--- src/rtl/hazard_unit_pkg.sv ---
// Shared encodings for the hazard unit: operand-forwarding selects and memory-wait FSM states.
// The datapath operand muxes import the same forwarding constants.
package hazard_unit_pkg;

  localparam logic [1:0] FWD_RF  = 2'b00;
  localparam logic [1:0] FWD_MEM = 2'b01;
  localparam logic [1:0] FWD_WB  = 2'b10;

  localparam logic [1:0] ST_RUN  = 2'b00;
  localparam logic [1:0] ST_WAIT = 2'b01;
  localparam logic [1:0] ST_ERR  = 2'b10;

  localparam int WAIT_CNT_W = 16;

endpackage

--- src/rtl/hazard_unit_sat_counter.sv ---
// Saturating up-counter: increments on inc_i and sticks at all-ones instead of wrapping.
module sat_counter #(
  parameter int W = 32
) (
  input  logic         clk,
  input  logic         rst,
  input  logic         inc_i,
  output logic [W-1:0] cnt_o
);

  logic [W-1:0] cnt_q, cnt_d;

  always_comb begin
    cnt_d = cnt_q;
    if (inc_i && (cnt_q != '1)) cnt_d = cnt_q + W'(1);
  end

  always_ff @(posedge clk or posedge rst) begin
    if (rst) cnt_q <= '0;
    else     cnt_q <= cnt_d;
  end

  assign cnt_o = cnt_q;

endmodule

--- src/rtl/hazard_unit.sv ---
// Pipeline hazard control: stage bubble/flush controls, EX operand forwarding selects,
// data-memory wait FSM with sticky timeout, and saturating stall/redirect counters.
module hazard_unit
  import hazard_unit_pkg::*;
#(
  parameter int MEM_TIMEOUT = 16,
  parameter int CNT_W       = 32
) (
  input  logic             clk,
  input  logic             rst,
  input  logic [4:0]       reg1_src_ID,
  input  logic [4:0]       reg2_src_ID,
  input  logic [4:0]       reg1_src_EX,
  input  logic [4:0]       reg2_src_EX,
  input  logic [4:0]       reg_dest_EX,
  input  logic [4:0]       reg_dest_MEM,
  input  logic [4:0]       reg_dest_WB,
  input  logic             load_EX,
  input  logic             reg_write_MEM,
  input  logic             reg_write_WB,
  input  logic             br_taken_EX,
  input  logic             dmem_req,
  input  logic             dmem_ready,
  output logic             bubbleF,
  output logic             bubbleD,
  output logic             bubbleE,
  output logic             bubbleM,
  output logic             bubbleW,
  output logic             flushD,
  output logic             flushE,
  output logic             flushM,
  output logic             flushW,
  output logic [1:0]       op1_sel,
  output logic [1:0]       op2_sel,
  output logic             mem_timeout,
  output logic [CNT_W-1:0] stall_cycles,
  output logic [CNT_W-1:0] flush_events
);

  localparam logic [WAIT_CNT_W-1:0] TIMEOUT_LIM = WAIT_CNT_W'(MEM_TIMEOUT);

  logic [1:0]            state_q, state_d;
  logic [WAIT_CNT_W-1:0] wait_cnt_q, wait_cnt_d;
  logic                  timeout_q, timeout_d;
  logic                  load_use, mem_stall, redirect;

  function automatic logic [1:0] fwd_sel(input logic [4:0] src, input logic wr_mem,
                                         input logic [4:0] dst_mem, input logic wr_wb,
                                         input logic [4:0] dst_wb);
    if (wr_mem && (dst_mem != 5'd0) && (dst_mem == src))   return FWD_MEM;
    else if (wr_wb && (dst_wb != 5'd0) && (dst_wb == src)) return FWD_WB;
    else                                                   return FWD_RF;
  endfunction

  assign load_use  = load_EX && (reg_dest_EX != 5'd0) &&
                     ((reg_dest_EX == reg1_src_ID) || (reg_dest_EX == reg2_src_ID));
  assign mem_stall = dmem_req && !dmem_ready;

  // Stage controls in strict priority; a memory stall freezes everything so redirects re-evaluate later.
  always_comb begin
    {bubbleF, bubbleD, bubbleE, bubbleM, bubbleW} = 5'b0;
    {flushD, flushE, flushM, flushW}              = 4'b0;
    redirect                                      = 1'b0;
    op1_sel                                       = FWD_RF;
    op2_sel                                       = FWD_RF;
    if (rst) begin
      {flushD, flushE, flushM, flushW} = 4'b1111;
    end else begin
      op1_sel = fwd_sel(reg1_src_EX, reg_write_MEM, reg_dest_MEM, reg_write_WB, reg_dest_WB);
      op2_sel = fwd_sel(reg2_src_EX, reg_write_MEM, reg_dest_MEM, reg_write_WB, reg_dest_WB);
      if ((state_q == ST_ERR) || mem_stall) begin
        {bubbleF, bubbleD, bubbleE, bubbleM, bubbleW} = 5'b11111;
      end else if (br_taken_EX) begin
        flushD   = 1'b1;
        flushE   = 1'b1;
        redirect = 1'b1;
      end else if (load_use) begin
        bubbleF = 1'b1;
        bubbleD = 1'b1;
        flushE  = 1'b1;
      end
    end
  end

  // Ready is checked before the limit, so a completion on the final allowed cycle is not a timeout.
  always_comb begin
    state_d    = state_q;
    wait_cnt_d = wait_cnt_q;
    timeout_d  = timeout_q;
    case (state_q)
      ST_RUN: begin
        if (mem_stall) begin
          state_d    = ST_WAIT;
          wait_cnt_d = WAIT_CNT_W'(1);
        end
      end
      ST_WAIT: begin
        if (dmem_ready || !dmem_req) begin
          state_d    = ST_RUN;
          wait_cnt_d = '0;
        end else if (wait_cnt_q == TIMEOUT_LIM) begin
          state_d   = ST_ERR;
          timeout_d = 1'b1;
        end else begin
          wait_cnt_d = wait_cnt_q + WAIT_CNT_W'(1);
        end
      end
      ST_ERR:  state_d = ST_ERR;
      default: begin
        state_d    = ST_RUN;
        wait_cnt_d = '0;
      end
    endcase
  end

  always_ff @(posedge clk or posedge rst) begin
    if (rst) begin
      state_q    <= ST_RUN;
      wait_cnt_q <= '0;
      timeout_q  <= 1'b0;
    end else begin
      state_q    <= state_d;
      wait_cnt_q <= wait_cnt_d;
      timeout_q  <= timeout_d;
    end
  end

  assign mem_timeout = timeout_q;

  sat_counter #(.W(CNT_W)) u_stall_cnt (
    .clk   (clk),
    .rst   (rst),
    .inc_i (bubbleF),
    .cnt_o (stall_cycles)
  );

  sat_counter #(.W(CNT_W)) u_flush_cnt (
    .clk   (clk),
    .rst   (rst),
    .inc_i (redirect),
    .cnt_o (flush_events)
  );

endmodule

--- config.mk ---
export PLATFORM = sky130hd
export DESIGN_NAME = hazard_unit
export DESIGN_NICKNAME = d
export VERILOG_FILES = /design/src/rtl/hazard_unit_pkg.sv /design/src/rtl/hazard_unit_sat_counter.sv /design/src/rtl/hazard_unit.sv
export SDC_FILE = /design/constraint.sdc
export NUM_CORES = 1
export LEC_CHECK = 0
export CORE_MARGIN = 5
export CORE_UTILIZATION = 35
export DETAILED_ROUTE_END_ITERATION = 6
export GPL_ROUTABILITY_DRIVEN = 0
export PLACE_DENSITY_LB_ADDON = 0.25
export SLEW_MARGIN = 20
export SYNTH_ARGS = -nofsm -noshare
export SYNTH_HDL_FRONTEND = slang
export SYNTH_SLANG_ARGS = --single-unit
--- constraint.sdc ---
create_clock -name clk -period 4.79 [get_ports clk]
set_input_delay 0.958 -clock clk [delete_from_list [all_inputs] [get_ports clk]]
set_output_delay 0.958 -clock clk [all_outputs]
set_load 0.005 [all_outputs]
* After elaboration in Yosys (flattened, before gate mapping)
Index checks and enable logic that the tools add are counted.
** Word-level totals
- Word-level logic and storage cells :: 75
- Flip-flop bits (word level) :: 83
- Input port bits :: 43
- Output and inout port bits :: 78
** Cells by class
- Eq/ne operators :: 14
- Muxes and demuxes :: 28
- Bitwise logic cells :: 2
- Add/sub/neg operators :: 3
- Reduce and logical (&&, ||, !) cells :: 23
** Operators by type and width (count)
- 32-bit by 1-bit adder with 32-bit output (second input constant) :: 2
- 32-bit inequality test (second input constant) :: 2
- 16-bit two-way mux :: 3
- 16-bit case mux with 3 select lines :: 1
- 5-bit equality test :: 6
- 2-bit two-way mux :: 9
- 16-bit by 1-bit adder with 16-bit output (second input constant) :: 1
- 16-bit by 5-bit equality test with 1-bit output (second input constant) :: 1
- 5-bit nonzero test :: 3
- 1-bit two-way mux :: 14
- 1-bit logical AND :: 11
- 3-bit inequality test (second input constant) :: 2
- 2-bit case mux with 3 select lines :: 1
- 3-bit AND reduction :: 2
- 1-bit logical OR :: 3
- 2-bit by 1-bit equality test with 1-bit output (second input constant) :: 1
- 2-bit equality test (second input constant) :: 1
- 1-bit zero test :: 2
- 2-bit zero test :: 1
- 2-bit inequality test (second input constant) :: 1
- 1-bit inverter :: 2
- 2-bit AND reduction :: 1

* Longest topological paths before layout
- Depth after elaboration :: 8
- Gate-level depth with buffers :: 9
- Gate-level depth less buffers :: 8

* Cells and area by module
Synthesis repeated with hierarchy kept, for this count alone.
** Second synthesis, totals
- Cells, all modules :: 462
- Area, all modules :: 4673.2 um^2
** Modules (own cells, without submodules)
- sat_counter :: instances 2, seq. area each 800.8 um^2, cells an instance 139, area each 1561.5 um^2
- hazard_unit :: instances 1, seq. area each 475.5 um^2, cells an instance 184, area each 1550.2 um^2

* Worst setup path before layout
OpenSTA, ideal clock, no wires.
- Path kind :: input -> output
- From :: input rst
- To :: output op1_sel[1]
- Path slack :: 0.073 ns
- Cell stages on the path :: 4
- Buffers on the path :: 0
- Data arrival time :: 3.759 ns
- Required time :: 3.832 ns
- Path through :: inv_1 o211ai_1 or4_1 nor4_1
** Between the ends
- Word-level cells in the longest chain between the ends :: 1
** Ends and longest elaborated chain
- start, declared :: line hazard_unit.sv:10 : input logic rst,
- 2-bit two-way mux :: line hazard_unit.sv:66 : if (rst) begin
- end, declared :: line hazard_unit.sv:33 : output logic [1:0] op1_sel,
No other way between the ends.

* Worst setup path after layout
- From :: input reg_dest_MEM[2]
- To :: output op1_sel[1]
** Between the ends
- Word-level cells in the longest chain between the ends :: 5
- Elaborated cells between the ends (all ways) :: 6
- Those cells by class :: eq/ne (1); mux (2); reduce/logical (3)
** Ends and longest elaborated chain
- start, declared :: line hazard_unit.sv:16 : input logic [4:0] reg_dest_MEM,
- 5-bit nonzero test :: line hazard_unit.sv:50 : if (wr_mem && (dst_mem != 5'd0) && (dst_mem == src)) return FWD_MEM;
- 1-bit logical AND :: line hazard_unit.sv:50
- 1-bit logical AND * :: line hazard_unit.sv:50
- 2-bit two-way mux * :: line hazard_unit.sv:50
- 2-bit two-way mux * :: line hazard_unit.sv:66
Every way passes the cells marked *; elsewhere a longest branch is shown, timed or not.

==> flow_metrics.py <==
metrics = {
    "status": {
        "status": "finished clean",
    },
    "setup_path": {
        "rrSetupSlack_ns": 2.08,
        "crit_arrival_ns": 3.30,
        "cp_max_fo": 4,
        "cp-end-kind": "output port",
        "worstSetupStartpointType": "input port",
        "crit_required_ns": 3.83,
        "reg2reg_from": "u_stall_cnt.cnt_o[0]$_DFFE_PP0P_",
        "rr_endpoint": "u_stall_cnt.cnt_o[1]$_DFFE_PP0P_",
        "reg2reg_depth": 7,
        "path_class": "in2out",
    },
    "die": {
        "die_x_um": 126,
        "dieArea_um2": 15800,
        "start_util_pct": 35.4,
        "fp.dieH_um": 126,
        "core_region_area_um2": 13200,
        "fp-row-count": 42,
        "io_pins": 121,
    },
    "global_routing": {
        "grt_pass1_wl_um": 19700,
        "grt_antenna_before_repair": 2,
        "grt_overflow": 0,
        "grt_max_degree": 84,
        "grt_usage_pct": 15.4,
        "grt_pass1_vias": 3855,
    },
    "drt": {
        "antenna_left": 0,
        "drt_iter0_markers": 216,
        "drtPass1Iterations": 4,
        "wire_per_inst_um": 15.8,
        "routed_wl_um": 12000,
        "drc_errors": 0,
        "vias_per_cell": 4.99,
        "dr_total_vias": 3769,
    },
    "pwr": {
        "p_int_mw": 1.36,
        "swShare_pct": 23.8,
        "seqPwrFrac_pct": 44.5,
        "combPwrFrac_pct": 15.7,
        "p_clk_share_pct": 39.8,
        "powerDensity_nw_per_um2": 283,
        "ir_drop_mv": 0.182,
        "total_power_mw": 1.79,
        "switchingPower_uw": 426,
        "leakage_nw": 2.61,
    },
    "placement": {
        "numPlacedInstances": 742,
        "placed_area_um2": 6020,
        "dp_hpwl_um": 9030,
        "io_buffers": 120,
        "place_ws_ns": 0.517,
    },
    "synthesis": {
        "ys.flop_type": "dfrtp_1",
        "ys_seq_elements": 83,
        "synth_sequential_area_ratio_pct": 44.4,
        "syn_avg_cell_area_um2": 10.3,
        "syn_area_um2": 4670,
        "synth_cell_type_count": 54,
        "synth_cells": 456,
        "synth-edff-count": 0,
        "yosysWarningCount": 0,
        "syn-num-nets": 503,
        "synth-async-reset-ratio_pct": 100,
    },
    "clock_network": {
        "cts_setup_buffers": 0,
        "path_clk_slew_ns": 0.05,
        "cts_root_buffer": "clkbuf_16",
        "cts_tree": "yes",
        "cts-hold-fix-buffers": 0,
        "clockBufferDepth": 2,
        "htreeDepth": 3,
        "cts_resized": 0,
        "cts_sinks": 83,
        "cts-buffers-inserted": 9,
        "clock_latency_ns": 0.34,
    },
    "cells_and_area": {
        "antennaDiodeCount": 0,
        "area_growth_pct": 35.1,
        "n_fill_cell": 1218,
        "drive_gt1_share_pct": 7.76,
        "fin_util_pct": 47.9,
        "multiInputGateArea_um2": 2460,
        "layout_common_cells": "clkdlybuf4s50_1, dfrtp_1, xnor2_1",
        "layout.nets": 624,
        "layout_commonest_cell": "clkdlybuf4s50_1",
        "seq_area_um2": 2080,
        "stdcell_count": 756,
        "fin_area_um2": 6320,
    },
    "sta": {
        "hold_viol": 0,
        "maxSlewViolCount": 0,
        "tightestPinTransition_ns": 0.754,
        "min_period_ns": 4.26,
        "holdWs_ns": 0.467,
        "slew_headroom_pct": 49.7,
        "finalSetupTns_ns": 0,
        "fmaxAchievable_mhz": 235,
        "finalSetupViolCount": 0,
        "setup_ws_ns": 0.534,
        "final.period_utilization_pct": 88.8,
        "grt_setup_unrepaired": "false",
        "skew_ns": 0.00834,
    },
    "worst_hold_path": {
        "hp-start": "mem_timeout$_DFFE_PP0P_",
        "min_path_cells": 1,
        "holdPathEnd": "mem_timeout$_DFFE_PP0P_",
        "holdCritPathClass": "reg2reg",
    },
    "job": {
        "maxCapViolations": 0,
    },
}
==> per-layer routing <==
metal / wire length (µm) / vias up / global-route usage [%]
li1: - / 1844 / -
met1: 5460 / 1788 / 19.9
met2: 5380 / 114 / 23.7
met3: 799 / 19 / 4.61
met4: 283 / 4 / 6.76
met5: 34 / - / 0
==> worst max-delay path: stages <==
cell and delay, ns:
clkdlybuf4s50_1 0.48, or4_1 0.52, o21ai_0 0.39, nor3_1 0.11, nor4_1 0.29, clkdlybuf4s50_1 0.55
==> area by class of cell <==
class | count | area share, %
multi-input combinational | 352 | 38.9
sequential | 83 | 32.9
timing repair buffer | 125 | 19.7
clock buffer | 11 | 3.68
tap | 176 | 3.49
clock inverter | 3 | 1.03
inverter | 6 | 0.376
==> synthesized netlist by cell type (all sizes together), types with 3 or more instances <==
cell type  number  area [µm²]
a21oi           4        20.0
and2            5        31.3
and3           25         163
and4            8        75.1
buf            13         111
dfrtp          83        2080
ha              4        50.1
inv             6        22.5
nand2          41         154
nand2b          5        31.3
nand3          32         215
nand4          32         221
nor2           32         120
nor2b           5        31.3
nor3            7        51.3
nor4            5        31.3
nor4b           3        32.5
o21ai          10        50.0
o22ai           4        25.0
or4             5        37.5
xnor2          71         622
xor2           30         263
==> registers in the layout (all words and copies together) (netlist names) <==
signal / cells
u_flush_cnt.cnt_o: 32
state_q: 2
wait_cnt_q: 16
u_stall_cnt.cnt_o: 32
mem_timeout: 1
==> worst max path at each step <==
stage | from | end | depth (start not counted)
2_1_floorplan | rst | op1_sel[1] | 4
6_report | reg_dest_MEM[2] | op1_sel[1] | 6
3_5_place_dp | reg_dest_EX[0] | bubbleD | 6
4_1_cts | reg_dest_MEM[2] | op1_sel[1] | 6
5_1_grt | reg_dest_MEM[1] | op1_sel[1] | 6
3_3_place_gp | reg_dest_MEM[2] | op2_sel[1] | 6
==> power groups by stage <==
stage          combinational (mW)  clock (mW)  sequential [mW]
2_1_floorplan               0.120           0            0.800
3_3_place_gp                0.278           0            0.805
3_5_place_dp                0.283           0            0.808
4_1_cts                     0.285       0.736            0.795
5_1_grt                     0.306       0.764            0.803
6_report                    0.281       0.712            0.795
==> cells by family (layout without fill, tap and decap cells) <==
| family | after synthesis | count (layout) | share of synthesized area [%] |
|---|---|---|---|
| simple gates | 211 | 211 | 26.6 |
| xor+xnor | 101 | 101 | 18.9 |
| flops | 83 | 83 | 44.4 |
| compound gates | 34 | 34 | 5.43 |
| buf+inv | 21 | 145 | 3.02 |
| fa+ha+maj | 4 | 4 | 1.07 |
| mux | 2 | 2 | 0.482 |
No activity file was read; power rests on OpenSTA's default activity.
